### src/rtl/vga_timing_gen.sv
// VGA timing generator.
// A free-running pixel/line counter pair (P0 stage) supplies the read-address
// side with coordinates, an active-region flag and a frame pulse. The same
// P0 timing, delayed PIPE_DLY clocks, drives the display-side de/hsync/vsync
// so that they line up with pixel data coming out of a PIPE_DLY-deep
// fetch pipeline.
module vga_timing_gen #(
  parameter int H_ACTIVE = 640,
  parameter int H_FP     = 16,
  parameter int H_SYNC   = 96,
  parameter int H_BP     = 48,
  parameter int V_ACTIVE = 480,
  parameter int V_FP     = 10,
  parameter int V_SYNC   = 2,
  parameter int V_BP     = 33,
  parameter int SYNC_POL = 0,
  parameter int PIPE_DLY = 3
) (
  input  logic       vga_clk,
  input  logic       rst_n,
  output logic [9:0] pixel_x,
  output logic [9:0] pixel_y,
  output logic       vga_valid_pre3,
  output logic       frame_start,
  output logic       vga_de,
  output logic       vga_hsync,
  output logic       vga_vsync
);

  localparam int H_TOTAL = H_ACTIVE + H_FP + H_SYNC + H_BP;
  localparam int V_TOTAL = V_ACTIVE + V_FP + V_SYNC + V_BP;

  // 10-bit versions of the boundaries so every compare is width-matched.
  localparam logic [9:0] H_LAST   = 10'(H_TOTAL - 1);
  localparam logic [9:0] V_LAST   = 10'(V_TOTAL - 1);
  localparam logic [9:0] H_ACT    = 10'(H_ACTIVE);
  localparam logic [9:0] V_ACT    = 10'(V_ACTIVE);
  localparam logic [9:0] HS_START = 10'(H_ACTIVE + H_FP);
  localparam logic [9:0] HS_END   = 10'(H_ACTIVE + H_FP + H_SYNC);
  localparam logic [9:0] VS_START = 10'(V_ACTIVE + V_FP);
  localparam logic [9:0] VS_END   = 10'(V_ACTIVE + V_FP + V_SYNC);

  localparam logic SYNC_ACT  = (SYNC_POL != 0);
  localparam logic SYNC_IDLE = !SYNC_ACT;

  logic [9:0] x_next;
  logic [9:0] y_next;
  logic       valid_next;
  logic       fs_next;
  logic       hs_next;
  logic       vs_next;

  // P0 sync levels, registered alongside the counters.
  logic       hs_p0;
  logic       vs_p0;

  // Delay line for the display-side signals; bit PIPE_DLY-1 is the output.
  logic [PIPE_DLY-1:0] de_pipe;
  logic [PIPE_DLY-1:0] hs_pipe;
  logic [PIPE_DLY-1:0] vs_pipe;
  logic [PIPE_DLY-1:0] de_in;
  logic [PIPE_DLY-1:0] hs_in;
  logic [PIPE_DLY-1:0] vs_in;

  // Next counter position and the flags that describe it. Flags are computed
  // from the next position so that, once registered, they sit in the same
  // cycle as the counter value they describe.
  always_comb begin
    x_next = pixel_x + 10'd1;
    y_next = pixel_y;
    if (pixel_x == H_LAST) begin
      x_next = '0;
      if (pixel_y == V_LAST) begin
        y_next = '0;
      end else begin
        y_next = pixel_y + 10'd1;
      end
    end
    valid_next = (x_next < H_ACT) && (y_next < V_ACT);
    fs_next    = (x_next == 10'd0) && (y_next == 10'd0);
    hs_next    = ((x_next >= HS_START) && (x_next < HS_END)) ? SYNC_ACT : SYNC_IDLE;
    vs_next    = ((y_next >= VS_START) && (y_next < VS_END)) ? SYNC_ACT : SYNC_IDLE;
  end

  // P0 counters and flags; reset parks the counters on the last pixel so the
  // first clock after release lands on (0,0).
  always_ff @(posedge vga_clk or negedge rst_n) begin
    if (!rst_n) begin
      pixel_x        <= H_LAST;
      pixel_y        <= V_LAST;
      vga_valid_pre3 <= 1'b0;
      frame_start    <= 1'b0;
      hs_p0          <= SYNC_IDLE;
      vs_p0          <= SYNC_IDLE;
    end else begin
      pixel_x        <= x_next;
      pixel_y        <= y_next;
      vga_valid_pre3 <= valid_next;
      frame_start    <= fs_next;
      hs_p0          <= hs_next;
      vs_p0          <= vs_next;
    end
  end

  // Each delay stage takes its input from the P0 flags or the previous stage.
  generate
    for (genvar gi = 0; gi < PIPE_DLY; gi++) begin : g_stage
      if (gi == 0) begin : g_head
        assign de_in[gi] = vga_valid_pre3;
        assign hs_in[gi] = hs_p0;
        assign vs_in[gi] = vs_p0;
      end else begin : g_body
        assign de_in[gi] = de_pipe[gi-1];
        assign hs_in[gi] = hs_pipe[gi-1];
        assign vs_in[gi] = vs_pipe[gi-1];
      end
    end
  endgenerate

  // Delay line; every stage resets idle so nothing spurious leaves the block
  // while the pipe refills after reset.
  always_ff @(posedge vga_clk or negedge rst_n) begin
    if (!rst_n) begin
      de_pipe <= '0;
      hs_pipe <= {PIPE_DLY{SYNC_IDLE}};
      vs_pipe <= {PIPE_DLY{SYNC_IDLE}};
    end else begin
      de_pipe <= de_in;
      hs_pipe <= hs_in;
      vs_pipe <= vs_in;
    end
  end

  assign vga_de    = de_pipe[PIPE_DLY-1];
  assign vga_hsync = hs_pipe[PIPE_DLY-1];
  assign vga_vsync = vs_pipe[PIPE_DLY-1];

endmodule

### config.mk
export PLATFORM = sky130hd
export DESIGN_NAME = vga_timing_gen
export DESIGN_NICKNAME = d
export VERILOG_FILES = /design/src/rtl/vga_timing_gen.sv
export SDC_FILE = /design/constraint.sdc
export NUM_CORES = 1
export LEC_CHECK = 0
export ABC_AREA = 1
export ABC_CLOCK_PERIOD_IN_PS = 2900
export CORE_ASPECT_RATIO = 0.7
export CORE_UTILIZATION = 40
export DETAILED_ROUTE_END_ITERATION = 10
export GPL_TIMING_DRIVEN = 0
export PLACE_DENSITY = 0.7
export SLEW_MARGIN = 20
export SYNTH_ARGS = -nofsm -noshare
export SYNTH_HDL_FRONTEND = slang
export SYNTH_SLANG_ARGS = --single-unit
### constraint.sdc
create_clock -name vga_clk -period 2.9 [get_ports vga_clk]
set_input_delay 0.29 -clock vga_clk [delete_from_list [all_inputs] [get_ports vga_clk]]
set_output_delay 0.29 -clock vga_clk [all_outputs]
set_load 0.1 [all_outputs]
==> flow_results.org, run 1 <==
** Run status
- The flow ran to the end, and the final reports show no timing, DRC or antenna violations.

** Die
- Top-level I/O count :: 27
- The floorplan step set the die width to 80.1 um.
- After floorplanning, the core was divided into 19 placement rows.
- The floorplan step defined a die boundary enclosing 0.00454 mm^2.
- The die is 56.7 um tall.
- In this run the standard cell core region covers 0.00399 mm^2.
- The initial utilization of the core area, before any placement, comes to 42.7%.

** Critical path
- Required time at the endpoint of the critical path :: 2.61 ns
- The worst setup path is of the reg2out kind.
- The largest individual stage delay along the critical path comes from the cell sky130_fd_sc_hd__clkdlybuf4s50_1.
- Number of buffers and inverters on the critical path :: 1
- The worst setup path is captured at an output port.
- The cell family contributing the most delay on the critical path is buffers and inverters.
- At the worst endpoint, the arrival time is 2.03 ns.
- STA classifies the critical path startpoint as a register.
- In this run the worst path has a maximum fanout of 6.
- The critical path goes through clkdlybuf4s50_1.
- On the worst path, the slowest cell contributes a delay of 1.15 ns.

** STA
- Final clock period utilization by the worst path :: 79.9%
- Achievable Freq :: 432 MHz
- The worst path needs 2.32 ns of the cycle, external delays included.
- Sum of negative setup slack :: 0 ns
- Setup violations remaining at the end of the flow were counted as 0.
- The number of endpoints with negative hold slack in the final report was 0.
- Hold is met by 0.355 ns.
- Between clock sinks in the finished design, the worst skew comes to 0.0108 ns.
- Final max-slew violation count :: 0
- Headroom to the max-slew limit :: 35.1%
- RSZ-0062 raised after global routing :: no
- For the pin with the worst max-slew slack, the measured transition is 0.971 ns.

** Logic synthesis
- The Yosys step of the flow raised 0 warnings.
- Count of distinct cell types in the synthesized netlist :: 25
- Counting every net in the synthesized netlist gives 210.
- By area the synthesized netlist is led by sky130_fd_sc_hd__dfstp_2 28%, sky130_fd_sc_hd__dfrtp_1 22%, sky130_fd_sc_hd__nand2_1 12%, sky130_fd_sc_hd__inv_1 7.5%, sky130_fd_sc_hd__nand3_1 5.0%.
- Sequential cells were found to cover 49.7% of the synthesized design area.
- Commonest register cell after synthesis :: sky130_fd_sc_hd__dfstp_2
- Number of enable flip-flop cells after synthesis :: 0
- Summed over its instances, the top area cell type makes up 27.7% of the synthesized netlist area.
- Synthesized instance count :: 205
- After synthesis, the share of flip-flops with an asynchronous set or reset is 100%.
- In this run, synthesis produced a sequential element count of 33.
- Post-synthesis instance area :: 0.00171 mm^2
- After synthesis, the mean cell area works out to 8.33 um^2.
- sky130_fd_sc_hd__dfstp_2 takes more of the synthesized area than any other cell.

** Clock network
- Number of clock sinks :: 33
- In this run the post-CTS setup repair buffer count came out at 0.
- Clock transition at path regs :: 0.07 ns
- Buffer levels on the longest clock path :: 2
- The H-tree was split into 2 levels.
- The tree is rooted in a sky130_fd_sc_hd__clkbuf_8.
- Buffers inserted during clock tree synthesis total 5.
- Buffers inserted to repair hold after CTS numbered 1.
- In this run, post-CTS repair resized a total of 0 instances.
- Clock tree from TritonCTS :: yes
- Clock latency on the worst-skew pair, taken at its later pin, is 0.28 ns.

** Global route
- Summed over all layers, the global routing overflow is 0.
- The via count of the first global-routing pass was 1330.
- The initial antenna violation count came to 0.
- Global routing consumed, over all layers together, 18.7% of the routing resources.
- The first global-routing pass estimated 6210 um of wire.
- Largest net degree at the start of global routing :: 34

** Detailed routing
- Detailed-route vias per instance :: 4.71
- First-pass DRT Iterations :: 4
- The routed layout has 1380 vias.
- In the final routed layout, each cell accounts on average for 12.2 um.
- For this block, the routed nets add up to 3570 um of wire.
- DRT iter0 DRCs :: 59
- The detail route stage leaves a number of antenna-violating nets equal to 0.
- DRC violations left :: 0

** Layout
- Area used by multi-input combinational logic :: 718 um^2
- Net total in the final layout :: 245
- Sequential cell area in the final layout :: 848 um^2
- The number of antenna diodes in the final layout is 0.
- Share of cells above drive strength 1 :: 20.7%
- Relative to the synthesized area, the layout overhead comes to 27.3%.
- Count of non-filler cells in the finished layout :: 293
- Fill cells in the final layout number 384.

** Placed design
- After detailed placement, the design holds a cell count of 284.
- Final weighted congestion in routability-driven placement :: 0.907
- Port buffering added 26 buffers.
- Half-perimeter wire length of the detailed placement result :: 2720 um

** Flow run
- Across the run, the number of max-cap violations was 0.

** Pwr
- The analysis attributes to cell leakage a power of 1.04 nW.
- The worst-case IR drop observed on VDD is 226 uV.
- Overall power consumption after layout is estimated at 0.000922 W.
- Power density over cell area :: 424 mW/mm^2

** Hold path
- Worst min-delay path class :: reg2reg
==> path summary, 6_finish.rpt <==
check | endpoint | slack [ns] | from | cells after the start
max in group asynchronous | vs_pipe[2] | 2.16 | rst_n | 3
max reg2reg | frame_start | 0.86 | pixel_x[0] | 8
min in group asynchronous | pixel_x[5] | 0.49 | rst_n | 3
max | pixel_y[2] | 0.58 | pixel_y[2] | 1
min reg2reg | de_pipe[2] | 0.36 | de_pipe[1] | 0
min | de_pipe[2] | 0.36 | de_pipe[1] | 0
==> metal layers <==
| metal | up-vias | GRT usage, % | share of wire, % |
|---|---|---|---|
| met3 | 2 | 6.50 | 6.6 |
| li1 | 717 | - | - |
| met5 | - | 0 | 0 |
| met1 | 623 | 28.5 | 54 |
| met2 | 38 | 23.6 | 39 |
| met4 | 0 | 7.65 | 0.67 |
==> synth_stat cells, types with 2 or more instances <==
| cell | count |
|---|---|
| sky130_fd_sc_hd__nor2_1 | 22 |
| sky130_fd_sc_hd__or2_2 | 2 |
| sky130_fd_sc_hd__nand4_1 | 5 |
| sky130_fd_sc_hd__inv_2 | 2 |
| sky130_fd_sc_hd__inv_1 | 34 |
| sky130_fd_sc_hd__xor2_1 | 2 |
| sky130_fd_sc_hd__dfrtp_1 | 15 |
| sky130_fd_sc_hd__nor2_2 | 3 |
| sky130_fd_sc_hd__nor3_1 | 3 |
| sky130_fd_sc_hd__nand2_1 | 54 |
| sky130_fd_sc_hd__dfstp_2 | 18 |
| sky130_fd_sc_hd__nand2_2 | 2 |
| sky130_fd_sc_hd__o21ai_0 | 4 |
| sky130_fd_sc_hd__nand3_1 | 17 |
| sky130_fd_sc_hd__nand4_2 | 2 |
| sky130_fd_sc_hd__ha_1 | 3 |
| sky130_fd_sc_hd__nor2_4 | 3 |
| sky130_fd_sc_hd__nand3_2 | 5 |
| sky130_fd_sc_hd__o21bai_1 | 3 |
==> worst register-to-register path, delay by kind of cell, from the launching register on <==
kind,cells,cell delay (ns)
AO/OA/AOI/OAI,1,0.17
AND/OR/NAND/NOR,6,0.96
flip-flops,1,0.56
adder cells (fa/ha/maj),1,0.24
==> cell type report <==
class / instances / share of cell area, %
Clock inverter: 1 / 1.38
Sequential cell: 33 / 39.0
Tap cell: 52 / 2.99
Timing Repair Buffer: 28 / 13.1
Clock buffer: 7 / 3.97
Inverter: 37 / 6.45
Multi-Input combinational cell: 135 / 33.0
==> registers in the layout (all words and copies together) (netlist names) <==
| register | count |
|---|---|
| de_pipe | 3 |
| pixel_y | 10 |
| frame_start | 1 |
| vga_valid_pre3 | 1 |
| hs_p0 | 1 |
| vs_pipe | 3 |
| vs_p0 | 1 |
| pixel_x | 10 |
| hs_pipe | 3 |
==> where the power goes <==
group          switching, W  internal [W]  leakage, nW   total, W
Clock              0.000167      0.000280       0.0585   0.000447
Combinational    0.00000897    0.00000416        0.608  0.0000131
Sequential                0      0.000462        0.372   0.000462
Total              0.000176      0.000746         1.04   0.000922
==> logic make-up after synthesis <==
logic type	after synthesis	share of synthesized area, %
XOR/XNOR	2	1.03
flip-flops	33	49.7
adder cells (fa/ha/maj)	3	2.20
AND/OR/NAND/NOR	120	35.1
AO/OA/AOI/OAI	10	3.74
buffers and inverters	37	8.21
==> metrics by stage <==
stage | cell area, um^2 | setup WS, ns | utilization [%]
after floorplan | 1710 | 0.700 | -
after detailed placement | 2050 | 0.853 | 51.3
after global routing | 2170 | 0.547 | 54.4
after global placement | 2030 | 0.880 | 50.9
final | 2170 | 0.583 | 54.4
after CTS | 2170 | 0.577 | 54.4
==> cell usage in the layout (no fill, tap or decap), types with 2 or more instances in the layout <==
cell type / count
sky130_fd_sc_hd__clkbuf_8: 6
sky130_fd_sc_hd__clkdlybuf4s50_1: 25
sky130_fd_sc_hd__dfrtp_1: 15
sky130_fd_sc_hd__dfstp_2: 18
sky130_fd_sc_hd__ha_1: 3
sky130_fd_sc_hd__inv_1: 34
sky130_fd_sc_hd__inv_2: 2
sky130_fd_sc_hd__nand2_1: 54
sky130_fd_sc_hd__nand2_2: 2
sky130_fd_sc_hd__nand3_1: 17
sky130_fd_sc_hd__nand3_2: 5
sky130_fd_sc_hd__nand4_1: 5
sky130_fd_sc_hd__nand4_2: 2
sky130_fd_sc_hd__nor2_1: 22
sky130_fd_sc_hd__nor2_2: 3
sky130_fd_sc_hd__nor2_4: 3
sky130_fd_sc_hd__nor3_1: 3
sky130_fd_sc_hd__o21ai_0: 4
sky130_fd_sc_hd__o21bai_1: 3
sky130_fd_sc_hd__or2_2: 2
sky130_fd_sc_hd__xor2_1: 2
No activity file was read; power rests on OpenSTA's default activity.
==> inputs of run 2 (changes only) <==
ABC_CLOCK_PERIOD_IN_PS = 2450   (was 2900)
clock period = 2.45 ns   (was 2.9 ns; I/O delays follow)
==> results of run 2 <==
The final DEF is identical to that of run 1. Status: complete, no violations.
Among the figures that moved: setup slack after placement 0.853 ns -> 0.403 ns; setup slack after layout 0.583 ns -> 0.178 ns; register-to-register setup slack 0.86 ns -> 0.41 ns; total power 0.000922 W -> 0.00109 W; worst IR drop on VDD 226 uV -> 268 uV
